--- config.mk ---
export PLATFORM = sky130hd
export DESIGN_NAME = arb4_rr
export DESIGN_NICKNAME = d
export VERILOG_FILES = /design/src/rtl/arb_pkg.sv /design/src/rtl/mux4_1.sv /design/src/rtl/rr_pick4.sv /design/src/rtl/arb4_rr.sv
export SDC_FILE = /design/constraint.sdc
export NUM_CORES = 1
export LEC_CHECK = 0
export CAP_MARGIN = 40
export CORE_AREA = 3 3 129 131
export CTS_BUF_LIST = sky130_fd_sc_hd__clkbuf_16
export CTS_CLUSTER_SIZE = 8
export DETAILED_ROUTE_END_ITERATION = 8
export DIE_AREA = 0 0 132 134
export DONT_BUFFER_PORTS = 1
export PLACE_DENSITY_LB_ADDON = 0.08
export SYNTH_ARGS = -nofsm -noshare
export SYNTH_HDL_FRONTEND = slang
export SYNTH_SLANG_ARGS = --single-unit
--- constraint.sdc ---
create_clock -name clk -period 8 [get_ports clk]
set_input_delay 0.4 -clock clk [delete_from_list [all_inputs] [get_ports clk]]
set_output_delay 0.4 -clock clk [all_outputs]
set_load 0.01 [all_outputs]
--- src/rtl/arb_pkg.sv ---
// Shared types and helpers for the four-requester round-robin arbiter.
package arb_pkg;

    localparam int unsigned NREQ = 4;

    typedef enum logic {
        IDLE = 1'b0,
        BUSY = 1'b1
    } arb_state_t;

    typedef logic [1:0] idx_t;

    // One-hot encode a requester index.
    function automatic logic [NREQ-1:0] idx2oh(input idx_t i);
        logic [NREQ-1:0] oh;
        oh    = '0;
        oh[i] = 1'b1;
        return oh;
    endfunction

endpackage

--- src/rtl/mux4_1.sv ---
// One-bit 4:1 multiplexer; the datapath is built from WIDTH of these.
module mux4_1 (
    input  logic [3:0] d,
    input  logic [1:0] s,
    output logic       y
);

    assign y = d[s];

endmodule

--- src/rtl/rr_pick4.sv ---
// Combinational circular first-set search over four requests starting at a given index.
module rr_pick4
    import arb_pkg::*;
(
    input  logic [NREQ-1:0] req,
    input  idx_t            start,
    input  logic [NREQ-1:0] excl,
    output logic            found,
    output idx_t            idx
);

    logic [NREQ-1:0] masked;
    idx_t            cand;

    assign masked = req & ~excl;

    always_comb begin
        found = 1'b0;
        idx   = start;
        cand  = start;
        for (int unsigned off = 0; off < NREQ; off++) begin
            cand = start + 2'(off);
            if (!found && masked[cand]) begin
                found = 1'b1;
                idx   = cand;
            end
        end
    end

endmodule

--- src/rtl/arb4_rr.sv ---
// Round-robin arbiter with bounded hold time that steers the granted requester's word to data_out.
module arb4_rr
    import arb_pkg::*;
#(
    parameter int unsigned WIDTH    = 64,
    parameter int unsigned MAX_HOLD = 4
) (
    input  logic                  clk,
    input  logic                  reset,
    input  logic [NREQ-1:0]       req,
    input  logic [NREQ*WIDTH-1:0] data_in,
    output logic [NREQ-1:0]       gnt,
    output logic [1:0]            sel,
    output logic                  valid,
    output logic [WIDTH-1:0]      data_out
);

    localparam int unsigned HW = $clog2(MAX_HOLD + 1);

    arb_state_t      state_q, state_d;
    idx_t            ptr_q, ptr_d;
    idx_t            sel_q, sel_d;
    logic [HW-1:0]   hold_q, hold_d;
    logic [NREQ-1:0] gnt_q, gnt_d;
    logic            valid_q;

    logic            pick_found;
    idx_t            pick_idx;
    idx_t            pick_start;
    logic [NREQ-1:0] pick_excl;

    // Idle searches from ptr; busy searches past the owner and never re-picks it.
    always_comb begin
        pick_start = ptr_q;
        pick_excl  = '0;
        if (state_q == BUSY) begin
            pick_start = sel_q + 2'(1);
            pick_excl  = idx2oh(sel_q);
        end
    end

    rr_pick4 u_pick (
        .req   (req),
        .start (pick_start),
        .excl  (pick_excl),
        .found (pick_found),
        .idx   (pick_idx)
    );

    always_comb begin
        state_d = state_q;
        ptr_d   = ptr_q;
        sel_d   = sel_q;
        hold_d  = hold_q;
        gnt_d   = gnt_q;
        unique case (state_q)
            IDLE: begin
                gnt_d = '0;
                if (pick_found) begin
                    state_d = BUSY;
                    gnt_d   = idx2oh(pick_idx);
                    sel_d   = pick_idx;
                    ptr_d   = pick_idx + 2'(1);
                    hold_d  = HW'(1);
                end
            end
            BUSY: begin
                if (!req[sel_q] || (hold_q >= HW'(MAX_HOLD) && pick_found)) begin
                    // Release or preemption: hand off on this edge when someone waits.
                    if (pick_found) begin
                        gnt_d  = idx2oh(pick_idx);
                        sel_d  = pick_idx;
                        ptr_d  = pick_idx + 2'(1);
                        hold_d = HW'(1);
                    end else begin
                        state_d = IDLE;
                        gnt_d   = '0;
                    end
                end else if (hold_q < HW'(MAX_HOLD)) begin
                    hold_d = hold_q + HW'(1);
                end
            end
            default: begin
                state_d = IDLE;
                gnt_d   = '0;
            end
        endcase
    end

    always_ff @(posedge clk) begin
        if (reset) begin
            state_q <= IDLE;
            ptr_q   <= '0;
            sel_q   <= '0;
            hold_q  <= '0;
            gnt_q   <= '0;
            valid_q <= 1'b0;
        end else begin
            state_q <= state_d;
            ptr_q   <= ptr_d;
            sel_q   <= sel_d;
            hold_q  <= hold_d;
            gnt_q   <= gnt_d;
            valid_q <= |gnt_d;
        end
    end

    assign gnt   = gnt_q;
    assign sel   = sel_q;
    assign valid = valid_q;

    // Bit-sliced data steering: bit b of every requester word feeds one mux.
    for (genvar b = 0; b < WIDTH; b++) begin : g_mux
        mux4_1 u_mux (
            .d ({data_in[3*WIDTH+b], data_in[2*WIDTH+b], data_in[WIDTH+b], data_in[b]}),
            .s (sel_q),
            .y (data_out[b])
        );
    end

endmodule

==> results of run 1 <==
-- state kept, by name, indices dropped and copies added, names as in the netlist --
| signal | flops |
|---|---|
| state_q | 1 |
| sel | 2 |
| hold_q | 3 |
| valid | 1 |
| gnt | 4 |
| ptr_q | 2 |
-- per-layer routing --
metal	track usage	share of wire	routed length [um]
met2	0.190	0.53	5930
met4	0.0473	0.025	284
met3	0.0585	0.13	1480
met5	0	0.0049	55
met1	0.109	0.31	3420
-- power groups by stage --
| stage | sequential (uW) | combinational (uW) | clock, uW |
|---|---|---|---|
| 3_3_place_gp | 172 | 533 | 0 |
| 5_1_grt | 183 | 563 | 101 |
| 4_1_cts | 175 | 539 | 99.9 |
| 6_report | 173 | 529 | 95.7 |
| 2_1_floorplan | 101 | 679 | 0 |
| 3_5_place_dp | 176 | 533 | 0 |
-- synth_stat cells, types with 2 or more instances --
master    instances
a211oi_1          2
a211oi_2          2
a21boi_1          3
a21oi_1           6
a22oi_1           4
buf_1             2
buf_2             7
buf_4            64
buf_6             2
clkbuf_1          6
dfxtp_1          13
ha_1              9
inv_1             8
mux4_2           65
nand2_1           4
nand2b_1          3
nand3b_1          2
nor2_1           11
nor4_1            2
o21ai_0           2
o31ai_1           2
o41ai_1           2
-- cell families (layout without fill, tap and decap cells) --
| family | Yosys count | in the layout | synth area share |
|---|---|---|---|
| flops | 13 | 13 | 0.0914 |
| simple gates | 27 | 27 | 0.0470 |
| buf+inv | 89 | 13 | 0.210 |
| fa+ha+maj | 9 | 9 | 0.0396 |
| other cells | 0 | 4 | 0 |
| mux | 66 | 66 | 0.520 |
| compound gates | 32 | 32 | 0.0923 |
-- critical path, stage by stage (launching register included) --
cell and delay, ns:
dfxtp_4 0.96, inv_1 0.18, ha_1 0.32, mux2_4 0.30, o31ai_1 0.24, a2bb2oi_1 0.36, inv_1 0.11, ha_1 0.23
o41ai_1 0.37, a21oi_1 0.11
-- cell type report --
cell class	instances	area, um^2	area share
antenna	4	10.0	0.00377
clock buffer	3	75.1	0.0283
clock inverter	1	5.00	0.00189
inverter	8	30.0	0.0113
multi-input combinational	134	1990	0.749
tap	216	270	0.102
sequential	13	268	0.101
timing repair buffer	1	7.51	0.00283
-- worst max-delay path by stage --
stage / start / end
6_report: sel[1] / valid
5_1_grt: sel[1] / valid
4_1_cts: sel[1] / valid
3_5_place_dp: sel[1] / valid
3_3_place_gp: sel[1] / valid
2_1_floorplan: sel[1] / valid
-- placed cells by master, fill, tap and decap left out, types with 3 or more instances in the layout --
cell and instances:
nor2_1 11, a21oi_1 6, mux4_2 65, diode_2 4, nand2b_1 3, clkbuf_16 3
nand2_1 4, inv_1 8, ha_1 9, a22oi_1 4, dfxtp_1 11, a21boi_1 3
-- stage by stage --
step           setup slack [ns]  total power [uW]   util
6_report                   4.67               798  0.169
5_1_grt                    4.42               846  0.169
4_1_cts                    4.69               814  0.168
3_5_place_dp               4.71               709  0.163
3_3_place_gp               4.82               705  0.163
2_1_floorplan              4.86               780      -
==> run_results.csv, run 1 <==
group,metric,value,unit
critical_path,cp-end-kind,"register",
critical_path,ff2ff_path_depth,9,
clocking,post-cts-setup-buffer-count,0,
yosys,post_synth_top_area_share,0.514,
yosys,postSynth.asyncResetShare,0,
yosys,post_synth_inst_count,236,
pwr,switching_share,0.476,
critical_path,worst_ep_arrival_time,3.45,ns
yosys,ys_seq_area_frac,0.0914,
finish,fillCellCount,1726,
yosys,postSynthRegisterBits,13,
yosys,ys_warn_count,0,
pwr,switchingPower,380,uW
critical_path,reg2reg_from,"sel[1]",
pwr,share_comb_of_total_power,0.663,
clocking,clock_path_buffers,2,
clocking,clkLatencyLatePin,0.25,ns
clocking,clock_sinks,13,
placed_design,total_instance_count_after_detailed_placement,372,
sta,setup_viol,0,
grt,first_global_vias,2067,
placed_design,detailedPlacementHpwl,9700,um
critical_path,regToRegEndpoint,"valid",
die,die_area,0.0177,mm^2
die,io_pins,333,
critical_path,cp_data_required_time,8.12,ns
finish,synthToLayoutAreaGrowth,-6.77,%
drt,firstDrtPassIters,7,
finish,drive_gt1_frac,0.506,
die,initial_standard_cell_utilization_of_the_core,0.181,
hold_path,min_delay_worst_endpoint,"ptr_q[0]",
drt,detail_route.iter0.violations,83,
grt,grt_first_pass_wirelength,14800,um
finish,fin_area,0.00265,mm^2
pwr,power.share.sequential,0.217,
sta,layout_worst_path_cycle_share,0.417,
sta,achievable-frequency,300,MHz
clocking,postCtsHoldBufs,0,
die,chip_height,134,um
drt,num_vias,1905,
die,die_x,132,um
yosys,postSynth.topFlopCell,"dfxtp_1",
sta,hold_violation_total_from_the_final_report,0,
critical_path,type_of_the_worst_setup_path,"register to register",
yosys,synthesis.area,0.00285,mm^2
pwr,cellPowerDensity,301,mW/mm^2
clocking,cts_root_buf,"clkbuf_16",
sta,period_needed,3.33,ns
yosys,synth-edff-count,0,
pwr,p_leak,0.000756,uW
pwr,internal_power,418,uW
yosys,netlist-cell-type-count,37,
grt,gr_usage_total,0.110,
die,placeableCoreArea,0.0157,mm^2
yosys,synth.net_count,507,
placed_design,place.gp.congestion,0.849,
sta,fin_worst_hold_slack,0.213,ns
clocking,tritoncts,"done",
critical_path,startpoint_type,"register",
yosys,synthesis.area_per_instance,12.1,um^2
hold_path,holdPathStages,1,
die,floorplan.rows,46,
hold_path,timing.hold.worst.start,"reset",
drt,drt.antenna.violating_nets,0,
critical_path,critical_path_peak_fanout,70,
sta,fin_tns_setup,0,ns
sta,drv_slew,0,
drt,drt_drc_violations_left,0,
hold_path,hold_path_class,"primary input to register",
sta,max_slew_margin,0.370,
yosys,synthTopCellsByArea,"mux4_2 (51%), buf_4 (17%), dfxtp_1 (9.1%)",
status,run_status,"complete, no violations",
grt,pin_count_of_the_biggest_net_entering_global_routing,71,
placed_design,placed_area,0.00256,mm^2
pwr,pwr-share-clk,0.120,
placed_design,port_buffers,0,
finish,nNetsFinal,432,
sta,rsz0062_at_grt,"no",
clocking,cts_htree_levels,1,
pwr,max-vdd-ir-drop,0.129,mV
sta,worst-slew-pin-transition,0.946,ns
clocking,post_cts_resize_count,0,
sta,clock_skew,0.00483,ns
clocking,cts_inserted_buffers,3,
clocking,clkSlewWorstSetupHoldPaths,0.05,ns
flow_run,maximum_capacitance_violations,0,
grt,grt-ovfl-total,0,
yosys,yosysTopAreaCell,"mux4_2",
drt,totalWireLength,11200,um
critical_path,timing.reg2reg.setup_slack,4.67,ns
drt,drt-vias-per-instance,5.01,
drt,drt-wirelength-per-cell,29.4,um
finish,finalNonFillerCells,380,
grt,number_of_antenna_violations_at_the_first_check_in_global_routing,9,
(Power assumes the default switching activity.)
==> run 2: changes to the inputs <==
- clock period: 8 -> 3.2 ns (I/O delays scaled with it)
==> run 2 against run 1 <==
  * Clock-buffer cell count did not move
  * Via count grew 1.3%
  * Setup slack worse by 4.1 ns
  * Hold slack got worse by 0.12 ns
  * Sequential power is 54% higher
  * Critical path depth did not move
  * Critical endpoint unchanged
==> run_results.csv, run 2 (same netlist as run 1, synthesis figures left out) <==
group,metric,value,unit
sta,timing.final.ws_setup,0.537,ns
hold_path,timing.hold.worst.start,"reset",
drt,totalWireLength,11500,um
finish,fin_area,0.00268,mm^2
sta,rsz0062_at_grt,"no",
drt,drt.antenna.violating_nets,0,
grt,first_global_vias,2054,
critical_path,timing.critical_path.from,"sel[0]",
drt,num_vias,1929,
sta,drv_slew,0,
finish,area.sequential,268,um^2
grt,number_of_antenna_violations_at_the_first_check_in_global_routing,4,
grt,pin_count_of_the_biggest_net_entering_global_routing,45,
grt,grt_first_pass_wirelength,15400,um
die,die_x,132,um
flow_run,maximum_capacitance_violations,0,
placed_design,preCtsSetupSlack,0.589,ns
clocking,tritoncts,"done",
drt,detail_route.iter0.violations,141,
sta,layout_worst_path_cycle_share,0.832,
placed_design,placed_area,0.00259,mm^2
critical_path,worst_ep_arrival_time,2.77,ns
clocking,post_cts_resize_count,0,
clocking,cts_htree_levels,1,
grt,gr_usage_total,0.114,
die,die_area,0.0177,mm^2
placed_design,place.gp.congestion,0.843,
critical_path,reg2reg_from,"sel[0]",
sta,clock_skew,0.00712,ns
critical_path,cp_data_required_time,3.31,ns
die,floorplan.rows,46,
status,run_status,"complete, no violations",
critical_path,worst_path_max_delay_cell,"a2bb2oi_1",
clocking,clkSlewWorstSetupHoldPaths,0.05,ns
clocking,cts_inserted_buffers,3,
critical_path,number_of_buffer_and_inverter_instances_along_the_worst_setup_path,2,
clocking,clock_sinks,13,
hold_path,holdPathStages,2,
placed_design,detailedPlacementHpwl,10100,um
critical_path,critical_path_peak_fanout,6,
critical_path,delay_of_the_slowest_critical_path_stage,0.39,ns
critical_path,critPathTopFamily,"compound AO/OA/AOI/OAI gates",
grt,grt-ovfl-total,0,
hold_path,hold_path_class,"primary input to register",
finish,fillCellCount,1717,
pwr,p_leak,0.000776,uW
drt,drt_drc_violations_left,0,
sta,max_slew_margin,0.450,
finish,drive_gt1_frac,0.512,
drt,drt-vias-per-instance,5.06,
finish,synthToLayoutAreaGrowth,-5.89,%
sta,worst-slew-pin-transition,0.826,ns
sta,period_needed,2.66,ns
die,placeableCoreArea,0.0157,mm^2
finish,nNetsFinal,436,
sta,achievable-frequency,376,MHz
clocking,clock_path_buffers,2,
die,io_pins,333,
critical_path,startpoint_type,"register",
critical_path,worstPathCellList,"inv_1 > ha_1 > mux2_4 > o31ai_1 > a2bb2oi_1 > inv_1 > ha_1 > o41ai_1 > a21oi_1",
sta,setup_viol,0,
clocking,cts_root_buf,"clkbuf_16",
finish,area_of_the_multi_input_gates,0.00199,mm^2
drt,firstDrtPassIters,5,
drt,drt-wirelength-per-cell,30.2,um
clocking,clkLatencyLatePin,0.24,ns
pwr,max-vdd-ir-drop,0.264,mV
placed_design,port_buffers,0,
finish,number_of_flip_flops_under_the_largest_register_name,4,
die,initial_standard_cell_utilization_of_the_core,0.181,
sta,fin_worst_hold_slack,0.0915,ns
die,chip_height,134,um
finish,layout.cells.most_common,"mux4_2",
finish,final_cell_mix,"mux4_2 (65), nor2_1 (11), dfxtp_1 (11)",
sta,hold_violation_total_from_the_final_report,0,
sta,fin_tns_setup,0,ns
critical_path,type_of_the_worst_setup_path,"register to register",
critical_path,critical_path_depth,9,
critical_path,cp-end-kind,"register",
pwr,cellPowerDensity,753,mW/mm^2
critical_path,ff2ff_path_depth,9,
## run 2: cell types whose count changed in the layout (fill, tap and decap cells not counted), sizes merged
cell,before,now
diode,4,1
dlygate4sd3,0,1
buf,1,4
## run 2: final timing paths
path | slack [ns] | end
worst max-delay path | 0.54 | valid
worst min-delay path | 0.09 | sel[0]
worst max register to register | 0.54 | valid
worst min register to register | 0.49 | hold_q[0]
## run 2: per-stage QoR
step           cells  power [uW]  utilization
2_1_floorplan    236        1950            -
3_3_place_gp     375        1770        0.165
3_5_place_dp     375        1790        0.165
4_1_cts          380        2060        0.170
5_1_grt          381        2140        0.170
6_report         381        2020        0.170
## run 2: routing by layer
layer / routed length, um / share of wire / up-vias / GRT usage
met1: 3890 / 0.34 / 1001 / 0.131
met5: 27 / 0.0023 / - / 0
met4: 235 / 0.020 / 4 / 0.0292
met3: 1350 / 0.12 / 14 / 0.0525
met2: 6000 / 0.52 / 170 / 0.194
li1: - / - / 740 / -
## run 2: report_power, final
| part | switching, uW | total (uW) | leakage (uW) | internal (uW) |
|---|---|---|---|---|
| registers | 54.8 | 266 | 0.000109 | 211 |
| clock network | 71.8 | 238 | 0.0000409 | 166 |
| logic | 833 | 1510 | 0.000626 | 679 |
| total | 960 | 2020 | 0.000776 | 1060 |
## run 2: area by class of cell
type | instances | area share
antenna | 1 | 0.000934
timing repair buffer | 5 | 0.0149
inverter | 8 | 0.0112
multi-input combinational | 134 | 0.742
clock inverter | 1 | 0.00187
tap | 216 | 0.101
sequential | 13 | 0.100
clock buffer | 3 | 0.0280
## run 2: repair_timing
action / CTS / global route
hold buffers: 1 / 0
buffers inserted: 0 / 0
endpoints found under the hold margin: 12 / 0
endpoints found under the setup margin: 0 / 0
